`src/rtl/up_pkg.sv`:
```
// rtl/up_pkg.sv - shared ALU opcodes and control-word bit positions
package up_pkg;

    localparam logic [2:0] ALU_PASS_A = 3'b000;
    localparam logic [2:0] ALU_SUB    = 3'b001;
    localparam logic [2:0] ALU_PASS_B = 3'b010;
    localparam logic [2:0] ALU_ADD    = 3'b011;
    localparam logic [2:0] ALU_NAND   = 3'b100;
    localparam logic [2:0] ALU_AND    = 3'b101;
    localparam logic [2:0] ALU_OR     = 3'b110;
    localparam logic [2:0] ALU_XOR    = 3'b111;

    // 13-bit control word produced by the decoder, MSB first
    localparam int CW_W          = 13;
    localparam int CW_INC_PC     = 12;
    localparam int CW_LOAD_PC    = 11;
    localparam int CW_LOAD_A     = 10;
    localparam int CW_LOAD_FLAGS = 9;
    localparam int CW_OP_ALU_HI  = 8;
    localparam int CW_OP_ALU_LO  = 6;
    localparam int CW_CS         = 5;
    localparam int CW_WE         = 4;
    localparam int CW_EO_ALU     = 3;
    localparam int CW_OE_IN      = 2;
    localparam int CW_OE_OPRND   = 1;
    localparam int CW_LOAD_OUT   = 0;

endpackage

```
`src/rtl/up_execute_alu4.sv`:
```
// rtl/up_execute_alu4.sv - 4-bit combinational ALU with carry/borrow and zero outputs
module alu4
    import up_pkg::*;
(
    input  logic [3:0] a,
    input  logic [3:0] b,
    input  logic [2:0] op,
    output logic [3:0] y,
    output logic       c,
    output logic       z
);

    logic [4:0] sum;
    logic [4:0] diff;

    // Bit 4 of the widened difference is the borrow, set exactly when a < b
    assign sum  = {1'b0, a} + {1'b0, b};
    assign diff = {1'b0, a} - {1'b0, b};

    always_comb begin
        y = 4'h0;
        c = 1'b0;
        case (op)
            ALU_PASS_A: y = a;
            ALU_SUB:    {c, y} = diff;
            ALU_PASS_B: y = b;
            ALU_ADD:    {c, y} = sum;
            ALU_NAND:   y = ~(a & b);
            ALU_AND:    y = a & b;
            ALU_OR:     y = a | b;
            ALU_XOR:    y = a ^ b;
            default:    y = 4'h0;
        endcase
    end

    assign z = (y == 4'h0);

endmodule

```
`src/rtl/up_execute.sv`:
```
// rtl/up_execute.sv - execute stage: accumulator, ALU, flags, data RAM, bus mux, output latch
module up_execute
    import up_pkg::*;
#(
    parameter int RAM_AW = 4
) (
    input  logic        clk,
    input  logic        rst_n,
    input  logic        ena,
    input  logic        loadA,
    input  logic        loadFlags,
    input  logic [2:0]  opALU,
    input  logic        cs,
    input  logic        we,
    input  logic        eoALU,
    input  logic        oeIn,
    input  logic        oeOprnd,
    input  logic        loadOut,
    input  logic [3:0]  oprnd,
    input  logic [3:0]  pushbuttons,
    input  logic [11:0] address_RAM,
    output logic [3:0]  data_bus,
    output logic [3:0]  accu,
    output logic [3:0]  FF_out,
    output logic        c_flag,
    output logic        z_flag
);

    localparam int RAM_DEPTH = 1 << RAM_AW;

    logic [3:0]        ram_q [RAM_DEPTH];
    logic [RAM_AW-1:0] addr;
    logic [3:0]        src;
    logic [3:0]        alu_y;
    logic              alu_c;
    logic              alu_z;

    logic [3:0] accu_q,   accu_d;
    logic [3:0] ff_out_q, ff_out_d;
    logic       c_q,      c_d;
    logic       z_q,      z_d;

    assign addr = address_RAM[RAM_AW-1:0];

    generate
        if (RAM_AW < 12) begin : g_addr_unused
            logic unused_addr_hi;
            assign unused_addr_hi = ^address_RAM[11:RAM_AW];
        end
    endgenerate

    always_comb begin
        src = 4'h0;
        if (oeOprnd)
            src = oprnd;
        else if (oeIn)
            src = pushbuttons;
        else if (cs && !we)
            src = ram_q[addr];
    end

    alu4 u_alu (
        .a  (accu_q),
        .b  (src),
        .op (opALU),
        .y  (alu_y),
        .c  (alu_c),
        .z  (alu_z)
    );

    // ALU B is taken from src, never from data_bus, so the bus mux cannot loop
    assign data_bus = eoALU ? alu_y : src;

    always_comb begin
        accu_d   = accu_q;
        ff_out_d = ff_out_q;
        c_d      = c_q;
        z_d      = z_q;
        if (ena) begin
            if (loadA)     accu_d   = alu_y;
            if (loadFlags) {c_d, z_d} = {alu_c, alu_z};
            if (loadOut)   ff_out_d = data_bus;
        end
    end

    always_ff @(posedge clk or negedge rst_n) begin
        if (!rst_n) begin
            accu_q   <= 4'h0;
            ff_out_q <= 4'h0;
            c_q      <= 1'b0;
            z_q      <= 1'b0;
        end else begin
            accu_q   <= accu_d;
            ff_out_q <= ff_out_d;
            c_q      <= c_d;
            z_q      <= z_d;
        end
    end

    // RAM is not cleared, but a write is dropped while reset is held
    always_ff @(posedge clk) begin
        if (rst_n && ena && cs && we)
            ram_q[addr] <= data_bus;
    end

    assign accu   = accu_q;
    assign FF_out = ff_out_q;
    assign c_flag = c_q;
    assign z_flag = z_q;

endmodule

```
`config.mk`:
```
export PLATFORM = sky130hd
export DESIGN_NAME = up_execute
export DESIGN_NICKNAME = d
export VERILOG_FILES = /design/src/rtl/up_pkg.sv /design/src/rtl/up_execute_alu4.sv /design/src/rtl/up_execute.sv
export SDC_FILE = /design/constraint.sdc
export NUM_CORES = 1
export LEC_CHECK = 0
export CORE_ASPECT_RATIO = 1.2
export CORE_UTILIZATION = 30
export CTS_BUF_LIST = sky130_fd_sc_hd__clkbuf_8
export DETAILED_ROUTE_END_ITERATION = 7
export PLACE_DENSITY = 0.56
export SYNTH_ARGS = -nofsm -noshare
export SYNTH_HDL_FRONTEND = slang
export SYNTH_SLANG_ARGS = --single-unit
```
`constraint.sdc`:
```
create_clock -name clk -period 9.7 [get_ports clk]
set_clock_uncertainty 0.1 [all_clocks]
set_input_delay 2.91 -clock clk [delete_from_list [all_inputs] [get_ports clk]]
set_output_delay 2.91 -clock clk [all_outputs]
set_load 0.005 [all_outputs]
```
After elaboration in Yosys (flattened, before gate mapping)
Memories as Yosys holds them, arrays and structs flattened. Index checks and enable logic that the tools add are counted.

Register bits after elaboration: 10. Bits of input ports: 34. Word-level logic and storage cells: 36. Output and inout port bits: 14. Bits in writable memories: 64. Memories kept: 1.

Memories: ram_q (depth 16, bits a word 4, rd ports 1, clocked after memory_dff 0, wr ports 1, RTL line up_execute.sv:31) `logic [3:0] ram_q [RAM_DEPTH];`.

Equality and inequality tests: 7. Reductions and logical operators: 10. $add $sub $neg: 2. Mux-type cells: 8. Bitwise logic cells: 4.

Operators by type and width (number): 4-bit case mux with 8 select lines (1); 4-bit 2-to-1 mux (4); 3-bit equality test, second input constant (4); 3-bit by 2-bit equality test with 1-bit output, second input constant (2); 2-bit AND reduction (3); 4-bit by 4-bit adder with 5-bit output (1); 4-bit by 4-bit subtractor with 5-bit output (1); 4-bit bitwise AND (1); 1-bit logical AND (4); 4-bit logical NOT (1); 4-bit inverter (1); 4-bit bitwise OR (1); 4-bit bitwise XOR (1); 3-bit by 1-bit equality test with 1-bit output, second input constant (1); 3-bit logical NOT (1); 1-bit 2-to-1 mux (2); 1-bit case mux with 2 select lines (1); 1-bit logical NOT (1).

Longest topological paths before layout
Gate-level depths: netlist of the first run.

Depth after elaboration: 9. Mapped depth: 16. Mapped depth without buffers: 13.

Hierarchy
Synthesis of the first run repeated with hierarchy kept, for this count alone.

Cells, all modules: 293. Area total of the unflattened synthesis: 3886.2 um^2.

By module, submodules not included: up_execute (sequential area each 2172.1 um^2, instances 1, cells each 203, area each 3213.1 um^2); alu4 (sequential area each 0.0 um^2, instances 1, cells each 90, area each 673.1 um^2).

Worst setup path after synthesis of the first run
Ideal clock, no wire load.

Kind: input port to output port. Start: input port address_RAM[1]. End: output port data_bus[2]. Arrival time: 5.731 ns. Stages on the path: 15. Buffers on the path: 2. Required time: 6.690 ns. Slack: 0.959 ns. Path through: buf_2 buf_4 mux2i_1 a22oi_1 nand3_1 a32oi_1 ha_1 inv_1 fa_1 xor2_1 a22oi_1 a21oi_1 a31oi_1 and2_1 a21o_1.

Longest elaborated chain between the ends: 8. Elaborated cells between the ends (all ways): 12. Those cells by class: add/sub (2); mux (5); bitwise (4); memory (1).

Ends and longest elaborated chain: from (decl) (RTL line up_execute.sv:21) `input logic [11:0] address_RAM,`; memory read 16 x 4 bit (*); 4-bit 2-to-1 mux (*) (RTL line up_execute.sv:58) `else if (cs && !we)`; 4-bit 2-to-1 mux (*) (RTL line up_execute.sv:56) `else if (oeIn)`; 4-bit 2-to-1 mux (*) (RTL line up_execute.sv:54) `if (oeOprnd)`; parallel branches: the longest is 3 deep, another holds 4-bit by 4-bit adder with 5-bit output; 4-bit 2-to-1 mux (*) (RTL line up_execute.sv:72) `assign data_bus = eoALU ? alu_y : src;`; to (decl) (RTL line up_execute.sv:22) `output logic [3:0] data_bus,`.

Every way passes the cells marked *.

Final worst setup path of the first run
Ends and elaborated chain as after synthesis.

==> results of run 1 <==
worst max-delay path, delay by kind of cell:
family / cells / cell delay [ns]
XOR/XNOR: 1 / 0.16
AO/OA/AOI/OAI: 5 / 1.01
multiplexers: 1 / 0.09
buffers and inverters: 5 / 1.38
adder cells (fa/ha/maj): 2 / 0.61
AND/OR/NAND/NOR: 3 / 0.39
cell usage after synthesis (3+ instances only):
| master | n | area share, % |
|---|---|---|
| sky130_fd_sc_hd__a311oi_1 | 4 | 0.92 |
| sky130_fd_sc_hd__nand4_1 | 3 | 0.49 |
| sky130_fd_sc_hd__a211oi_1 | 3 | 0.59 |
| sky130_fd_sc_hd__xor2_1 | 3 | 0.69 |
| sky130_fd_sc_hd__nand2b_1 | 5 | 0.82 |
| sky130_fd_sc_hd__mux4_1 | 4 | 2.8 |
| sky130_fd_sc_hd__inv_1 | 16 | 1.6 |
| sky130_fd_sc_hd__nor2_1 | 23 | 2.3 |
| sky130_fd_sc_hd__a32oi_1 | 3 | 0.69 |
| sky130_fd_sc_hd__a21oi_1 | 14 | 1.8 |
| sky130_fd_sc_hd__nand3_1 | 9 | 1.2 |
| sky130_fd_sc_hd__mux2i_1 | 26 | 6.8 |
| sky130_fd_sc_hd__a21o_1 | 3 | 0.59 |
| sky130_fd_sc_hd__buf_2 | 3 | 0.39 |
| sky130_fd_sc_hd__o21ai_0 | 9 | 1.2 |
| sky130_fd_sc_hd__a31oi_1 | 4 | 0.66 |
| sky130_fd_sc_hd__nor2b_1 | 6 | 0.98 |
| sky130_fd_sc_hd__dfrtp_1 | 10 | 6.6 |
| sky130_fd_sc_hd__ha_1 | 12 | 3.9 |
| sky130_fd_sc_hd__nor3_1 | 6 | 0.79 |
| sky130_fd_sc_hd__edfxtp_1 | 64 | 50 |
| sky130_fd_sc_hd__and2_1 | 3 | 0.49 |
| sky130_fd_sc_hd__nand2_1 | 26 | 2.6 |
| sky130_fd_sc_hd__clkbuf_1 | 5 | 0.49 |
| sky130_fd_sc_hd__a22oi_1 | 14 | 2.8 |
| sky130_fd_sc_hd__mux2_2 | 4 | 1.2 |
area by class of cell:
| class | instances | area share [%] |
|---|---|---|
| inverters | 17 | 1.26 |
| well taps | 161 | 3.99 |
| clock buffers | 9 | 2.45 |
| flip-flops and latches | 74 | 43.0 |
| repair buffers | 91 | 15.6 |
| clock inverters | 7 | 1.19 |
| multi-input cells | 204 | 32.4 |
per-layer routing:
| metal | GRT usage (%) | vias up | share of wire, % |
|---|---|---|---|
| li1 | - | 1344 | - |
| met1 | 18.6 | 1376 | 44 |
| met2 | 25.7 | 73 | 50 |
| met3 | 2.76 | 11 | 4.0 |
| met4 | 4.97 | 0 | 1.4 |
| met5 | 0 | - | 0 |
flip-flops by register name, summed over array words and instances, names as in the netlist:
register	cells
accu	4
c_flag	1
FF_out	4
ram_q	64
z_flag	1
report_power, final:
| group | total, mW | leakage (nW) | internal, mW | switching, mW |
|---|---|---|---|---|
| sequential | 0.376 | 0.701 | 0.365 | 0.0112 |
| combinational | 0.217 | 1.14 | 0.109 | 0.108 |
| clock | 0.225 | 0.0848 | 0.0972 | 0.128 |
| total | 0.818 | 1.93 | 0.572 | 0.246 |
cell families after synthesis:
kind of cell | after synthesis
flops | 74
buf+inv | 30
compound gates | 65
simple gates | 88
fa+ha+maj | 14
xor+xnor | 3
mux | 34
worst paths after layout:
kind | start | slack (ns) | end | cells past startpoint
setup / recovery | address_RAM[1] | 0.13 | data_bus[2] | 17
hold / removal | c_flag$_DFFE_PN0P_ | 0.40 | c_flag$_DFFE_PN0P_ | 2
setup reg to reg | ram_q[13][0]$_DFFE_PP_ | 5.97 | ram_q[1][1]$_DFFE_PP_ | 14
hold reg to reg | c_flag$_DFFE_PN0P_ | 0.40 | c_flag$_DFFE_PN0P_ | 2
max in group asynchronous | rst_n | 6.29 | FF_out[1]$_DFFE_PN0P_ | 1
min in group asynchronous | rst_n | 2.83 | FF_out[3]$_DFFE_PN0P_ | 1
through the flow:
step | TNS (ns) | std cells | total power [mW] | util, %
2_1_floorplan | 0 | 308 | 0.479 | -
5_1_grt | -0.0975 | 563 | 0.856 | 41.1
4_1_cts | 0 | 560 | 0.815 | 40.3
6_report | 0 | 563 | 0.818 | 41.1
3_3_place_gp | -0.616 | 542 | 0.579 | 38.2
3_5_place_dp | -0.654 | 542 | 0.582 | 38.2
placed cells by master, fill, tap and decap left out, types with 2 or more instances in the layout:
cell / netlist / routed
sky130_fd_sc_hd__inv_6: 0 / 3
sky130_fd_sc_hd__nand3b_1: 2 / 2
sky130_fd_sc_hd__fa_2: 0 / 2
sky130_fd_sc_hd__nor2b_1: 6 / 6
sky130_fd_sc_hd__buf_6: 2 / 2
sky130_fd_sc_hd__a21o_1: 3 / 3
sky130_fd_sc_hd__clkinvlp_4: 0 / 3
sky130_fd_sc_hd__o21ai_0: 9 / 8
sky130_fd_sc_hd__inv_1: 16 / 16
sky130_fd_sc_hd__xor2_1: 3 / 3
sky130_fd_sc_hd__nand4_1: 3 / 3
sky130_fd_sc_hd__clkdlybuf4s50_1: 0 / 37
sky130_fd_sc_hd__ha_1: 12 / 11
sky130_fd_sc_hd__a22oi_1: 14 / 10
sky130_fd_sc_hd__a31oi_1: 4 / 2
sky130_fd_sc_hd__nand2_2: 0 / 3
sky130_fd_sc_hd__nand2b_1: 5 / 5
sky130_fd_sc_hd__a311oi_1: 4 / 3
sky130_fd_sc_hd__clkbuf_8: 0 / 9
sky130_fd_sc_hd__mux2i_1: 26 / 25
sky130_fd_sc_hd__a22oi_2: 0 / 4
sky130_fd_sc_hd__a21oi_1: 14 / 13
sky130_fd_sc_hd__nand3_1: 9 / 5
sky130_fd_sc_hd__a31oi_2: 0 / 2
sky130_fd_sc_hd__a211oi_1: 3 / 2
sky130_fd_sc_hd__mux2_2: 4 / 4
sky130_fd_sc_hd__mux4_1: 4 / 3
sky130_fd_sc_hd__nor2_1: 23 / 23
sky130_fd_sc_hd__edfxtp_1: 64 / 64
sky130_fd_sc_hd__buf_4: 2 / 50
sky130_fd_sc_hd__and2_1: 3 / 2
sky130_fd_sc_hd__nand2_1: 26 / 23
sky130_fd_sc_hd__nand3_2: 0 / 4
sky130_fd_sc_hd__nor3_1: 6 / 5
sky130_fd_sc_hd__dfrtp_1: 10 / 10
what timing repair did:
action | CTS | global route
pin swaps | 8 | 7
endpoints found under the hold margin | 0 | 0
buffers inserted | 2 | 3
resized for setup | 16 | 18
setup endpoints to repair | 4 | 4
==> impl_table.tex, run 1 <==
\begin{tabular}{lr}
\hline
Metric & Value \\
\hline
\multicolumn{2}{l}{\textbf{Status}} \\
Run status & completed \\
\multicolumn{2}{l}{\textbf{Logic synthesis}} \\
Count of flip-flops with a built-in enable after synthesis & 64 \\
Xor-xnor portion of the synthesized cell area & 0.688\% \\
Syn\_nets & 356 \\
Synthesized-area fraction occupied by and/or/nand/nor cells & 11.3\% \\
Avg Inst Size Synth & 12.4 um2 \\
Register bit count reported by yosys & 74 \\
Main combinational cell family by area after synthesis & compound AO/OA/AOI/OAI gates \\
Mux contribution to synthesized area & 10.7\% \\
Number of warnings reported in the yosys synthesis log & 0 \\
Compound-cell area share of the yosys netlist & 11.8\% \\
Ys flop type & sky130\_fd\_sc\_hd\_\_edfxtp\_1 \\
Netlist cell types & 47 \\
Synthesized area & 3820 um2 \\
Cells after synthesis & 308 \\
Share of async-settable or async-resettable flops after synthesis & 13.5\% \\
Sequential fraction of the synthesis area & 56.9\% \\
Adder and majority gate portion of the synthesized area & 4.98\% \\
\multicolumn{2}{l}{\textbf{Die}} \\
Effective utilization at floorplan & 31.1\% \\
Die boundary height & 126 um \\
DIE AREA & 13200 um2 \\
Standard-cell row count & 44 \\
Boundary Pins & 48 \\
Placeable Area & 12300 um2 \\
Die X-Extent & 105 um \\
\multicolumn{2}{l}{\textbf{Global routing}} \\
Number of global-route vias before repair & 2798 \\
First-pass GRT wire length & 14800 um \\
Antenna violations before repair & 0 \\
Total global-route track usage & 14.9\% \\
GR Overflow Total & 0 \\
Maximum number of pins on one net before global-route repair & 18 \\
\multicolumn{2}{l}{\textbf{Layout}} \\
Finished Cell Area & 5050 um2 \\
Fraction of final layout cells with drive strength greater than 1 & 25.6\% \\
Area overhead of the layout relative to synthesis & 32.2\% \\
Register area & 2170 um2 \\
Post-layout net count & 445 \\
Number of fill cells in the layout & 1160 \\
Diodes inserted & 0 \\
Multi-input combinational cell area & 1640 um2 \\
\multicolumn{2}{l}{\textbf{STA}} \\
Slew Limit Headroom & 55.1\% \\
Final hold violation count & 0 \\
Slew Limit Fails & 0 \\
Post-route setup slack & 0.125 ns \\
Achievable clock frequency & 104 MHz \\
Final critical delay including setup and external delays & 9.57 ns \\
Hold slack final & 0.400 ns \\
Final setup fails & 0 \\
Worst Tran Pin Value & 0.670 ns \\
Final period utilization & 98.7\% \\
RSZ-0062 raised after global routing & yes \\
\multicolumn{2}{l}{\textbf{Clocking}} \\
Clock sinks & 74 \\
Clock root cell & sky130\_fd\_sc\_hd\_\_clkbuf\_8 \\
H-Tree Depth & 3 \\
Post-CTS Hold Fix Bufs & 0 \\
Buffer depth of the longest clock path & 2 \\
Clock Pin Slew Worst Setup and Hold Paths & 0.09 ns \\
Skew-Pair Late Insertion Delay & 0.35 ns \\
Clock tree from TritonCTS & built \\
Inserted Clock Buffers & 9 \\
\multicolumn{2}{l}{\textbf{Drt}} \\
Via count & 2804 \\
Via density per instance & 4.98 \\
Antenna viol nets, final & 0 \\
Post-route DRC & 0 \\
DRT Wirelength & 9600 um \\
Detailed-route wire length per cell & 17.0 um \\
Count of TritonRoute iterations in the first routing pass & 4 \\
Drt initial violations & 146 \\
\multicolumn{2}{l}{\textbf{Setup path}} \\
Critical path peak fanout & 4 \\
Critical Path, Cell by Cell & clkdlybuf4s50\_1 > buf\_4 > mux2i\_1 > a22oi\_2 > nand3\_2 > a32oi\_4 > ha\_2 > inv\_1 > fa\_2 > xor2\_1 > a22oi\_2 > buf\_4 > nand2\_1 > o2111ai\_2 > and2\_4 > a21o\_1 > clkdlybuf4s50\_1 \\
Slowest cell on the critical path & sky130\_fd\_sc\_hd\_\_clkdlybuf4s50\_1 \\
Arrival @ worst endpoint & 6.56 ns \\
Start-to-end type of the worst setup path & primary input to primary output \\
Startpoint type of the worst setup path & primary input \\
Req. time, crit path & 6.69 ns \\
Stage delay of the slowest cell on the critical path & 0.53 ns \\
Nature of the critical path endpoint & primary output \\
\multicolumn{2}{l}{\textbf{Power and ir drop}} \\
Leakage & 1.93 nW \\
VDD IR-drop max & 0.0691 mV \\
Power per cell area & 162 nW/um2 \\
\multicolumn{2}{l}{\textbf{Placed design}} \\
Routability Congestion & 0.875 \\
Buffers added on ports & 39 \\
Placed cell area & 4690 um2 \\
HPWL reported at the end of detailed placement & 7200 um \\
Setup WS pre-CTS & -0.302 ns \\
\multicolumn{2}{l}{\textbf{Flow run}} \\
Max-capacitance violation count & 0 \\
\multicolumn{2}{l}{\textbf{Hold path}} \\
Worst hold-check path type & flip-flop to flip-flop \\
\hline
\end{tabular}
No activity file was read; power rests on OpenSTA's default activity.
==> inputs of run 2 (changes only) <==
clock period = 11.1 ns   (was 9.7 ns; I/O delays follow)
==> run 2 against run 1 <==
Against the previous run: via count fell by 5.7%; register-to-register slack improved by 1.2 ns; die area did not move; sequential power fell by 13%; sequential share of layout area rose by 3.2 points; clock-buffer cell count did not move; hold slack improved by 0.0099 ns; total power fell by 14%; first-iteration DRC count fell by 8.2%; cell count fell by 6.6%; clock power barely moved; critical path type unchanged; critical endpoint is now data_bus[1]; largest cell class unchanged.
==> impl_table.tex, run 2 (same netlist as run 1, synthesis figures left out) <==
\begin{tabular}{lr}
\hline
Metric & Value \\
\hline
\multicolumn{2}{l}{\textbf{Status}} \\
Run status & completed \\
\multicolumn{2}{l}{\textbf{Placed design}} \\
Setup WS pre-CTS & 0.172 ns \\
Buffers added on ports & 39 \\
HPWL reported at the end of detailed placement & 6940 um \\
Routability Congestion & 0.906 \\
Instance count after placement with tap cells included & 510 \\
\multicolumn{2}{l}{\textbf{Layout}} \\
Number of fill cells in the layout & 1191 \\
Fraction of final layout cells with drive strength greater than 1 & 11.0\% \\
Biggest register & ram\_q \\
Area overhead of the layout relative to synthesis & 22.9\% \\
Layout Cells excl Fill & 526 \\
Most frequent cells in the layout & sky130\_fd\_sc\_hd\_\_edfxtp\_1 (64), sky130\_fd\_sc\_hd\_\_clkdlybuf4s50\_1 (39), sky130\_fd\_sc\_hd\_\_mux2i\_1 (26), sky130\_fd\_sc\_hd\_\_nand2\_1 (26), sky130\_fd\_sc\_hd\_\_nor2\_1 (23) \\
Post-layout net count & 408 \\
Leading cell type in the layout, fill and taps excluded & sky130\_fd\_sc\_hd\_\_edfxtp\_1 \\
Layout Utilization & 38.2\% \\
Flip-flop count of the largest register after layout & 64 \\
Diodes inserted & 0 \\
\multicolumn{2}{l}{\textbf{Setup path}} \\
Critical register-to-register path startpoint & ram\_q[13][0]\$\_DFFE\_PP\_ \\
Nature of the critical path endpoint & primary output \\
Startpoint of the most critical setup path & address\_RAM[0] \\
Arrival @ worst endpoint & 7.40 ns \\
Start-to-end type of the worst setup path & primary input to primary output \\
Req. time, crit path & 7.67 ns \\
Startpoint type of the worst setup path & primary input \\
Critical path peak fanout & 4 \\
\multicolumn{2}{l}{\textbf{Clocking}} \\
Post-CTS Hold Fix Bufs & 0 \\
Number of gates resized after cts & 0 \\
Clock root cell & sky130\_fd\_sc\_hd\_\_clkbuf\_8 \\
Skew-Pair Late Insertion Delay & 0.35 ns \\
Clock sinks & 74 \\
Inserted Clock Buffers & 9 \\
Number of buffers added for setup after CTS & 0 \\
Clock tree from TritonCTS & built \\
Clock Pin Slew Worst Setup and Hold Paths & 0.08 ns \\
H-Tree Depth & 3 \\
Buffer depth of the longest clock path & 2 \\
\multicolumn{2}{l}{\textbf{Drt}} \\
Via count & 2645 \\
Post-route DRC & 0 \\
Drt initial violations & 134 \\
Via density per instance & 5.03 \\
DRT Wirelength & 9220 um \\
Count of TritonRoute iterations in the first routing pass & 5 \\
Antenna viol nets, final & 0 \\
Detailed-route wire length per cell & 17.5 um \\
\multicolumn{2}{l}{\textbf{Power and ir drop}} \\
VDD IR-drop max & 0.0635 mV \\
Leakage & 1.75 nW \\
Power, Total & 707 uW \\
Power per cell area & 151 nW/um2 \\
\multicolumn{2}{l}{\textbf{STA}} \\
Final hold violation count & 0 \\
RSZ-0062 raised after global routing & no \\
Final critical delay including setup and external delays & 10.83 ns \\
Final setup fails & 0 \\
Slew Limit Headroom & 51.5\% \\
Achievable clock frequency & 92.3 MHz \\
Post-route setup TNS & 0 ns \\
Final period utilization & 97.6\% \\
Worst Tran Pin Value & 0.725 ns \\
Slew Limit Fails & 0 \\
Post-route setup slack & 0.268 ns \\
\multicolumn{2}{l}{\textbf{Die}} \\
Die boundary height & 126 um \\
Effective utilization at floorplan & 31.1\% \\
DIE AREA & 13200 um2 \\
Boundary Pins & 48 \\
Standard-cell row count & 44 \\
Placeable Area & 12300 um2 \\
Die X-Extent & 105 um \\
\multicolumn{2}{l}{\textbf{Global routing}} \\
GR Overflow Total & 0 \\
First-pass GRT wire length & 14700 um \\
Total global-route track usage & 14.9\% \\
Antenna violations before repair & 0 \\
Maximum number of pins on one net before global-route repair & 26 \\
Number of global-route vias before repair & 2686 \\
\multicolumn{2}{l}{\textbf{Hold path}} \\
Worst hold-check path type & flip-flop to flip-flop \\
Startpoint of the most critical hold path & c\_flag\$\_DFFE\_PN0P\_ \\
\multicolumn{2}{l}{\textbf{Flow run}} \\
Max-capacitance violation count & 0 \\
\hline
\end{tabular}
[run 2: per-stage QoR]
step | area (um2) | hold WS, ns
final | 4690 | 0.410
after global routing | 4690 | 0.431
after CTS | 4680 | 0.412
after detailed placement | 4460 | 0.389
after global placement | 4460 | 0.379
after floorplan | 3820 | 0.372
[run 2: area by class of cell]
| type | count | area (um2) | area share, % |
|---|---|---|---|
| clock buffers | 9 | 124 | 2.64 |
| clock inverters | 7 | 93.8 | 2.00 |
| inverters | 17 | 63.8 | 1.36 |
| multi-input cells | 204 | 1520 | 32.5 |
| flip-flops and latches | 74 | 2170 | 46.3 |
| well taps | 161 | 201 | 4.29 |
| repair buffers | 54 | 515 | 11.0 |
[run 2: power breakdown]
part	leakage (nW)	switching [mW]	total (mW)	internal [mW]
Combinational	0.946	0.0831	0.155	0.0720
Sequential	0.701	0.00951	0.329	0.319
Clock	0.107	0.0972	0.223	0.126
Total	1.75	0.190	0.707	0.517
[run 2: critical path, stage by stage]
cell and delay (ns):
sky130_fd_sc_hd__clkdlybuf4s50_1 0.55, sky130_fd_sc_hd__mux4_1 0.59, sky130_fd_sc_hd__mux2_2 0.29, sky130_fd_sc_hd__nand2_1 0.11, sky130_fd_sc_hd__a32oi_2 0.16, sky130_fd_sc_hd__ha_1 0.28, sky130_fd_sc_hd__fa_1 0.52, sky130_fd_sc_hd__mux2i_1 0.07
sky130_fd_sc_hd__o21ai_0 0.24, sky130_fd_sc_hd__a221oi_2 0.12, sky130_fd_sc_hd__a32oi_1 0.29, sky130_fd_sc_hd__nand3_1 0.14, sky130_fd_sc_hd__nand2_1 0.17, sky130_fd_sc_hd__clkdlybuf4s50_1 0.53
[run 2: final timing paths]
| check | cells after the start | end | slack, ns |
|---|---|---|---|
| max | 14 | data_bus[1] | 0.27 |
| min | 2 | c_flag$_DFFE_PN0P_ | 0.41 |
| max reg2reg | 13 | ram_q[10][1]$_DFFE_PP_ | 7.21 |
| min reg2reg | 2 | c_flag$_DFFE_PN0P_ | 0.41 |
| max in group asynchronous | 1 | FF_out[2]$_DFFE_PN0P_ | 7.28 |
| min in group asynchronous | 1 | accu[0]$_DFFE_PN0P_ | 3.25 |
[run 2: layer usage]
layer	track usage [%]	wire, um	vias up
li1	-	-	1268
met1	18.4	4000	1297
met2	25.4	4680	73
met3	4.01	455	7
met4	4.06	90	0
met5	0	0	-
